<file path="config.mk">
export PLATFORM = sky130hd
export DESIGN_NAME = panel_rx
export DESIGN_NICKNAME = d
export VERILOG_FILES = /design/src/rtl/panel_rx_pkg.sv /design/src/rtl/panel_rx_sync.sv /design/src/rtl/panel_rx.sv
export SDC_FILE = /design/constraint.sdc
export NUM_CORES = 1
export LEC_CHECK = 0
export ABC_AREA = 0
export CAP_MARGIN = 5
export CORE_ASPECT_RATIO = 2
export CORE_MARGIN = 5
export CORE_UTILIZATION = 35
export DETAILED_ROUTE_END_ITERATION = 8
export MAX_ROUTING_LAYER = met4
export PLACE_DENSITY_LB_ADDON = 0.1
export SETUP_SLACK_MARGIN = 0.05
export SLEW_MARGIN = 20
export SYNTH_ARGS = -nofsm -noshare
export SYNTH_HDL_FRONTEND = slang
export SYNTH_SLANG_ARGS = --single-unit
</file>
<file path="constraint.sdc">
create_clock -name clk20 -period 23.9 [get_ports clk20]
set_input_delay 4.78 -clock clk20 [delete_from_list [all_inputs] [get_ports clk20]]
set_output_delay 4.78 -clock clk20 [all_outputs]
set_load 0.01 [all_outputs]
</file>
<file path="src/rtl/panel_rx_pkg.sv">
// -----------------------------------------------------------------------------
// panel_rx_pkg
// Shared definitions for the panel serial receiver: receiver FSM state
// encoding, frame geometry defaults and the 3-sample majority helper.
//
// Configuration macro: PANEL_RX_GLITCH_FILTER_EN
//   When defined, GLITCH_FILTER_EN is set and panel_rx_sync instances that
//   request filtering insert a 3-sample majority filter after synchronization.
// -----------------------------------------------------------------------------
package panel_rx_pkg;

  // One frame is four lamp rows.
  localparam int ROW_BITS        = 36;
  localparam int DEF_FRAME_BITS  = 4 * ROW_BITS;
  localparam int DEF_SYNC_STAGES = 2;

`ifdef PANEL_RX_GLITCH_FILTER_EN
  localparam bit GLITCH_FILTER_EN = 1'b1;
`else
  localparam bit GLITCH_FILTER_EN = 1'b0;
`endif

  typedef enum logic [1:0] {
    ST_HUNT  = 2'd0,  // waiting for bit 0 of a frame
    ST_SHIFT = 2'd1,  // collecting frame bits
    ST_OVER  = 2'd2   // excess bits seen, discarding until next bit 0
  } state_e;

  function automatic logic majority3(input logic [2:0] v);
    return (v[0] & v[1]) | (v[0] & v[2]) | (v[1] & v[2]);
  endfunction

endpackage : panel_rx_pkg

</file>
<file path="src/rtl/panel_rx_sync.sv">
// -----------------------------------------------------------------------------
// panel_rx_sync
// Multi-flop synchronizer for one asynchronous panel input, with an optional
// 3-sample majority filter behind it (only built when the package's
// GLITCH_FILTER_EN is set, i.e. PANEL_RX_GLITCH_FILTER_EN is defined, and the
// instance sets FILTER).
//
// Parameters:
//   STAGES - number of synchronizer flops (>= 1)
//   IDLE   - level loaded into every flop on reset (line idle level)
//   FILTER - request the majority filter on this input
// Ports:
//   clk_i  - sampling clock
//   rst_i  - asynchronous active-high reset
//   d_i    - asynchronous input line
//   q_o    - synchronized (optionally filtered) copy of d_i
// -----------------------------------------------------------------------------
module panel_rx_sync
  import panel_rx_pkg::*;
#(
  parameter int   STAGES = DEF_SYNC_STAGES,
  parameter logic IDLE   = 1'b1,
  parameter bit   FILTER = 1'b0
) (
  input  logic clk_i,
  input  logic rst_i,
  input  logic d_i,
  output logic q_o
);

  logic [STAGES-1:0] sync_q;
  logic              synced;

  // NOTE: sequential state is always assigned with <= so every flop samples
  // the pre-edge value of its neighbour; with = the chain would collapse.
  always_ff @(posedge clk_i or posedge rst_i) begin
    if (rst_i) begin
      sync_q <= {STAGES{IDLE}};
    end else begin
      sync_q[0] <= d_i;
      for (int i = 1; i < STAGES; i++) begin
        sync_q[i] <= sync_q[i-1];
      end
    end
  end

  assign synced = sync_q[STAGES-1];

  generate
    if (FILTER && GLITCH_FILTER_EN) begin : g_filter
      // Three-deep history; a level change must persist two samples before
      // the majority follows it, so a single-sample glitch never passes.
      logic [2:0] hist_q;

      always_ff @(posedge clk_i or posedge rst_i) begin
        if (rst_i) begin
          hist_q <= {3{IDLE}};
        end else begin
          hist_q <= {hist_q[1:0], synced};
        end
      end

      assign q_o = majority3(hist_q);
    end else begin : g_direct
      assign q_o = synced;
    end
  endgenerate

endmodule : panel_rx_sync

</file>
<file path="src/rtl/panel_rx.sv">
// -----------------------------------------------------------------------------
// panel_rx
// Receiver for the lamp panel serial link driven by the QSIC. Bits are
// sampled on the rising edge of the (inverted-polarity) panel clock, frames
// are delimited by an active-low latch during bit 0, and a completed frame
// is copied to a double-buffered lamp register with a one-cycle strobe.
//
// Configuration macro: PANEL_RX_GLITCH_FILTER_EN (majority filter on ip_clk,
// adds two clk20 cycles of latency to the sample point).
//
// Parameters:
//   FRAME_BITS  - lamp bits per frame (default 144, four 36-bit rows)
//   SYNC_STAGES - synchronizer depth on each serial input
// Ports:
//   clk20     - 20 MHz system clock, all state on its rising edge
//   reset     - asynchronous active-high reset
//   ip_clk    - panel serial clock (inverted, idles high)
//   ip_latch  - frame marker, low during bit 0
//   ip_out    - panel serial data (inverted, low = lamp on)
//   lamps     - displayed lamp states, first-received bit in the MSB
//   frame_stb - one-cycle pulse when lamps updates
//   frame_err - sticky short/overlong frame flag, cleared by a good frame
// -----------------------------------------------------------------------------
module panel_rx
  import panel_rx_pkg::*;
#(
  parameter int FRAME_BITS  = DEF_FRAME_BITS,
  parameter int SYNC_STAGES = DEF_SYNC_STAGES
) (
  input  logic                  clk20,
  input  logic                  reset,
  input  logic                  ip_clk,
  input  logic                  ip_latch,
  input  logic                  ip_out,
  output logic [FRAME_BITS-1:0] lamps,
  output logic                  frame_stb,
  output logic                  frame_err
);

  localparam int CNT_W = $clog2(FRAME_BITS + 2);
  typedef logic [CNT_W-1:0] cnt_t;

  localparam cnt_t CNT_ONE  = cnt_t'(1);
  localparam cnt_t CNT_FULL = cnt_t'(FRAME_BITS);
  localparam cnt_t CNT_OVER = cnt_t'(FRAME_BITS + 1);

  // ---------------------------------------------------------------------------
  // Input synchronizers (all lines idle high)
  // ---------------------------------------------------------------------------
  logic clk_s;
  logic latch_s;
  logic data_s;

  panel_rx_sync #(.STAGES(SYNC_STAGES), .IDLE(1'b1), .FILTER(1'b1)) u_sync_clk (
    .clk_i (clk20),
    .rst_i (reset),
    .d_i   (ip_clk),
    .q_o   (clk_s)
  );

  panel_rx_sync #(.STAGES(SYNC_STAGES), .IDLE(1'b1), .FILTER(1'b0)) u_sync_latch (
    .clk_i (clk20),
    .rst_i (reset),
    .d_i   (ip_latch),
    .q_o   (latch_s)
  );

  panel_rx_sync #(.STAGES(SYNC_STAGES), .IDLE(1'b1), .FILTER(1'b0)) u_sync_data (
    .clk_i (clk20),
    .rst_i (reset),
    .d_i   (ip_out),
    .q_o   (data_s)
  );

  // ---------------------------------------------------------------------------
  // State
  // ---------------------------------------------------------------------------
  state_e                state_q, state_d;
  logic [FRAME_BITS-1:0] shift_q, shift_d;
  cnt_t                  cnt_q,   cnt_d;
  logic                  pend_q,  pend_d;   // frame complete, transfer next cycle
  logic [FRAME_BITS-1:0] lamps_q, lamps_d;
  logic                  stb_q,   stb_d;
  logic                  err_q,   err_d;
  logic                  clk_prev_q;

  logic sample;
  logic bit0;
  logic rx_bit;
  cnt_t cnt_inc;

  // Rising edge of the synchronized panel clock is mid-bit: the QSIC moves
  // data on the falling edge.
  assign sample  = clk_s & ~clk_prev_q;
  assign bit0    = sample & ~latch_s;
  assign rx_bit  = ~data_s;
  assign cnt_inc = cnt_q + CNT_ONE;

  // NOTE: the wide shift register is reset along with everything else so no
  // stale bits from before reset can ever be transferred to the lamps.
  always_ff @(posedge clk20 or posedge reset) begin
    if (reset) begin
      state_q    <= ST_HUNT;
      shift_q    <= '0;
      cnt_q      <= '0;
      pend_q     <= 1'b0;
      lamps_q    <= '0;
      stb_q      <= 1'b0;
      err_q      <= 1'b0;
      clk_prev_q <= 1'b1;
    end else begin
      state_q    <= state_d;
      shift_q    <= shift_d;
      cnt_q      <= cnt_d;
      pend_q     <= pend_d;
      lamps_q    <= lamps_d;
      stb_q      <= stb_d;
      err_q      <= err_d;
      clk_prev_q <= clk_s;
    end
  end

  // NOTE: every signal written here gets a default first; a path that leaves
  // one unassigned would infer a latch.
  always_comb begin
    state_d = state_q;
    shift_d = shift_q;
    cnt_d   = cnt_q;
    pend_d  = 1'b0;
    lamps_d = lamps_q;
    stb_d   = 1'b0;
    err_d   = err_q;

    // Transfer of a completed frame is evaluated first so a bit 0 landing in
    // the same cycle restarts only after the old frame has been captured.
    if (pend_q) begin
      lamps_d = shift_q;
      stb_d   = 1'b1;
      err_d   = 1'b0;
    end

    if (bit0) begin
      // Bit 0 always restarts, whatever state we are in; it is only an error
      // when it cuts a partially received frame short.
      if (state_q == ST_SHIFT && cnt_q > CNT_ONE && cnt_q < CNT_FULL) begin
        err_d = 1'b1;
      end
      shift_d    = '0;
      shift_d[0] = rx_bit;
      cnt_d      = CNT_ONE;
      state_d    = ST_SHIFT;
    end else if (sample) begin
      unique case (state_q)
        ST_SHIFT: begin
          if (cnt_q == CNT_FULL) begin
            // One bit too many: the good copy is already in lamps.
            cnt_d   = CNT_OVER;
            state_d = ST_OVER;
            err_d   = 1'b1;
          end else begin
            shift_d = {shift_q[FRAME_BITS-2:0], rx_bit};
            cnt_d   = cnt_inc;
            pend_d  = (cnt_inc == CNT_FULL);
          end
        end
        ST_OVER: begin
          cnt_d = CNT_OVER;
        end
        default: begin
          // ST_HUNT: data before the first bit 0 is meaningless.
        end
      endcase
    end
  end

  assign lamps     = lamps_q;
  assign frame_stb = stb_q;
  assign frame_err = err_q;

endmodule : panel_rx

</file>
**Word-level counts from Yosys, hierarchy flattened**

Cells that the tools add are included.

- Input bits: 5
- Bits in registers: 308
- Bits in read-only memories: 0
- Output and inout bits: 146
- Memories kept: 0
- RAM bits: 0
- Logic and storage cells: 56
- Bits in latches: 0

- Add/sub/neg operators: 1
- Muxes and demuxes: 23
- Divide/modulo/power cells: 0
- Reductions and logical operators: 9
- Bitwise logic cells: 5
- Shift operators: 0
- Order comparisons: 2
- $mul: 0
- Eq/ne operators: 5

Operators by type and width:

| operator | number |
|---|---|
| 144-bit two-way mux | 4 |
| 8-bit two-way mux | 3 |
| 8-bit == test (second input constant) | 2 |
| 8-bit case mux with 2 select lines | 1 |
| 1-bit two-way mux | 11 |
| 8-bit by 1-bit adder with 8-bit output (second input constant) | 1 |
| 8-bit by 1-bit > comparator with 1-bit output (second input constant) | 1 |
| 8-bit less-than comparator (second input constant) | 1 |
| 2-bit two-way mux | 4 |
| 3-bit AND reduction | 2 |
| 2-bit nonzero test | 3 |
| 1-bit NOT | 3 |
| 3-bit nonzero test | 1 |
| 1-bit AND | 2 |
| 2-bit by 1-bit == test with 1-bit output (second input constant) | 1 |
| 2-bit == test (second input constant) | 1 |
| 1-bit logical AND | 2 |
| 2-bit inequality test (second input constant) | 1 |
| 2-bit AND reduction | 1 |

**Longest topological paths before layout**

- Word-level depth: 6
- Gate-level depth with buffers: 8
- Depth with buffers taken out: 6

**Modules after synthesis**

A second synthesis with hierarchy kept.

- Cells, all modules: 728
- Area, all modules: 11310.8 um^2

Modules (own cells, without submodules):

| module | cells an instance | seq. area each (um^2) | instances | area each (um^2) |
|---|---|---|---|---|
| panel_rx | 719 | 7558.5 | 1 | 11141.9 |
| panel_rx_sync | 3 | 52.6 | 3 | 56.3 |

**Worst setup path after synthesis**

Ideal clock, no wire load.

- Path type: register to output
- From: register err_q (netlist: frame_err)
- To: output frame_err
- Setup slack: 18.735 ns
- Cell stages (with the launch flop): 1
- Required time: 19.120 ns
- Data arrival time: 0.385 ns
- Cells stage by stage: dfrtp_1

RTL lines:

| item | RTL line | source |
|---|---|---|
| from (decl) | panel_rx.sv:84 | `logic err_q, err_d;` |
| from (signal assigned) | panel_rx.sv:118 | `err_q <= err_d;` |
| to (decl) | panel_rx.sv:37 | `output logic frame_err` |

No word-level cell between the ends.

==> impl_metrics.csv <==
group,metric,value,unit
global_route,grt_max_degree,173,
cts,clock_latency,550,ps
hold_path,hold-path-cell-count,0,
setup_path,reg2reg_slack,21140,ps
place,place_congestion,0.7575,
floorplanning,initial_core_util,35.19,%
timing,timing.final.ws_setup,17560,ps
global_route,grt_usage,13.90,%
finish,diodes,0,
cts,ctsHoldBuffers,0,
logic_synthesis,syn_nets,725,
setup_path,crit_path_start_kind,"input pin",
logic_synthesis,synth-seq-area-share,68.27,%
detailed_routing,drt_iter0_markers,237,
power_and_ir_drop,power.density,75.63,nW/um^2
hold_path,min-delay-start,"u_sync_data.sync_q[0]",
logic_synthesis,synth_cell_type_count,35,
power_and_ir_drop,leakage,6.717,nW
logic_synthesis,async_flop_share,100.0,%
power_and_ir_drop,p_int,0.8488,mW
global_route,grt_pass1_wl,39.86,mm
detailed_routing,wl,24.16,mm
logic_synthesis,avgSynthCellArea,15.76,um^2
cts,clockBufferDepth,3,
cts,cts_setup_buffers,0,
hold_path,hp-class,"reg -> reg",
power_and_ir_drop,pwr-share-clk,47.6,%
floorplanning,io_pins,151,
place,dpl.hpwl,14.71,mm
global_route,grt_pass1_vias,7189,
cts,cts_resized,0,
detailed_routing,ant_nets,0,
floorplanning,die_h,264.1,um
finish,syn2layout_area_growth,26.24,%
setup_path,slowest_stage,"buf_12",
power_and_ir_drop,ir_drop,0.05288,mV
place,io_buffers,150,
timing,period_share,26.52,%
floorplanning,die_width,137.1,um
cts,cts.sinks,308,
cts,h-tree-depth,1,
timing,hold_viol,0,
timing,clock.fmax,0.1578,GHz
place,dpl.cell_count,1253,
finish,fin_util,44.43,%
finish,fin_cells,1306,
detailed_routing,drc,0,
logic_synthesis,ys_top_cells_by_area,"dfrtp_1 (67%), mux2_2 (14%), a22o_1 (11%), dfstp_2 (1.6%), buf_2 (0.80%)",
setup_path,crit_path_end_kind,"asynchronous set/reset pin",
logic_synthesis,yosys.area.top_type_share,66.64,%
setup_path,slowest_delay,720,ps
setup_path,critPathKind,"in -> async",
timing,slew_viol_final,0,
setup_path,crit_path_max_fanout,172,
logic_synthesis,synth_top_cell_by_area,"dfrtp_1",
power_and_ir_drop,swShare,21.34,%
status,status,"complete, no violations",
logic_synthesis,synth.most_common_cell,"dfrtp_1",
logic_synthesis,syn_area,11300,um^2
timing,max_slew_margin,34.49,%
cts,clkTransAtPathRegs,70,ps
cts,cts_tree,"built",
flow_run,cap_violations,0,
power_and_ir_drop,power_frac_comb,3.3,%
timing,whs,356.5,ps
detailed_routing,vias_per_cell,5.038,
logic_synthesis,ys_ff_latch,308,
logic_synthesis,synth_edf_count,0,
setup_path,crit_arrival,6800,ps
hold_path,worst_hold_path.endpoint,"u_sync_data.sync_q[1]",
place,pre_cts_slack,16810,ps
logic_synthesis,yosysWarningCount,0,
global_route,overflow,0,
cts,cts_root_buf,"clkbuf_16",
finish,fin_nets,865,
timing,rsz0062_at_grt,"false",
setup_path,rr_worst_depth,6,
timing,final.setup_skew,15.33,ps
timing,report.final.setup_viol,0,
floorplanning,dieArea,36200,um^2
setup_path,r2r-start,"cnt_q[0]",
setup_path,worstPathCellList,"clkdlybuf4s50_1, inv_8, buf_12",
setup_path,rr_endpoint,"shift_q[45]",
timing,tightest_slew,982.6,ps
finish,final_layout_size_suffix_gt1_share,24.35,%
power_and_ir_drop,seqPwrFrac,49.1,%
logic_synthesis,ys.flop_type,"dfrtp_1",
logic_synthesis,ys_top_cells_by_count,"dfrtp_1 (301), mux2_2 (144), a22o_1 (143), clkbuf_1 (22), buf_2 (18)",
floorplanning,rows,93,
global_route,antenna_found_initial,0,
power_and_ir_drop,power.switching,0.2303,mW
detailed_routing,via_count,6580,
floorplanning,core_area,32120,um^2
detailed_routing,drt-wirelength-per-cell,18.50,um
setup_path,crit_required,24360,ps
timing,tns,0,ps
logic_synthesis,syn_inst,717,
detailed_routing,dr.pass1.iters,6,
cts,numCtsBuffers,29,
timing,fin_crit,6337,ps
worst max-delay path: cells and delay by family:
kind,cells,cell delay (ps)
buf+inv,3,1870
final cells by class:
cell class | instances | area, um^2
timing repair buffer | 157 | 1567
fill | 2937 | 17850
inverter | 8 | 37.54
sequential | 308 | 7720
tap | 427 | 534.3
clock buffer | 37 | 805.8
clock inverter | 16 | 272.8
multi-input combinational | 353 | 3331
cell usage in the layout, fill, tap and decap left out, types with 2 or more instances in the layout:
master	synthesis	layout
a21oi_1	5	5
a221o_1	2	2
a22o_1	143	143
a31oi_1	3	3
and3_1	3	3
buf_4	8	6
bufinv_16	0	7
clkbuf_1	22	3
clkbuf_16	0	29
clkbuf_8	0	5
clkdlybuf4s50_1	0	150
clkinv_2	0	6
dfrtp_1	301	300
dfstp_2	7	7
ha_1	3	3
inv_1	8	7
mux2_2	144	144
mux2i_1	2	2
nand2_1	5	5
nand2b_1	3	3
nand3_1	3	3
nor2_1	9	9
nor2b_1	2	2
nor3_1	5	5
o21ai_0	5	5
o2bb2ai_1	2	2
xnor2_1	2	2
cell families (layout without fill, tap and decap cells):
group	count (synthesis)	after routing	synth area share, %
AO/OA/AOI/OAI	168	168	12.74
AND/OR/NAND/NOR	34	34	1.650
multiplexers	146	146	14.52
buffers and inverters	56	218	2.325
XOR/XNOR	2	2	0.1550
adder cells (fa/ha/maj)	3	3	0.3322
flip-flops	308	308	68.27
registers in the layout, indices dropped and copies added (netlist names):
| name | cells |
|---|---|
| frame_err | 1 |
| u_sync_latch.sync_q | 2 |
| pend_q | 1 |
| lamps | 144 |
| clk_prev_q | 1 |
| cnt_q | 8 |
| u_sync_clk.sync_q | 2 |
| shift_q | 144 |
| u_sync_data.sync_q | 2 |
| state_q | 2 |
| frame_stb | 1 |
metal layers:
| metal | vias up | GRT usage, % | share of wire, % |
|---|---|---|---|
| met5 | - | - | 0 |
| met4 | 0 | 4.212 | 2.1 |
| met3 | 31 | 2.229 | 4.4 |
| met2 | 147 | 22.86 | 51 |
| met1 | 3475 | 17.62 | 42 |
| li1 | 2927 | - | - |
power groups by stage:
stage          registers [mW]  clock network (mW)  logic, mW
2_1_floorplan           0.539                   0     0.0270
3_3_place_gp            0.539                   0     0.0362
3_5_place_dp            0.539                   0     0.0373
4_1_cts                 0.530               0.532     0.0374
5_1_grt                 0.530               0.551     0.0412
6_report                0.530               0.514     0.0358
worst max-delay path by stage:
stage	start	to	slack, ps	depth (start not counted)
6_report	reset	pend_q	17560	3
5_1_grt	reset	pend_q	17130	3
4_1_cts	reset	pend_q	17420	3
3_5_place_dp	reset	pend_q	16810	3
3_3_place_gp	reset	pend_q	16910	3
2_1_floorplan	reset	cnt_q[0]	10620	1
metrics by stage:
stage	area, um^2	total power [mW]
6_report	14270	1.079
5_1_grt	14270	1.122
4_1_cts	14270	1.099
3_5_place_dp	13190	0.5768
3_3_place_gp	13190	0.5755
2_1_floorplan	11300	0.5658
No activity file was read; power rests on OpenSTA's default activity.
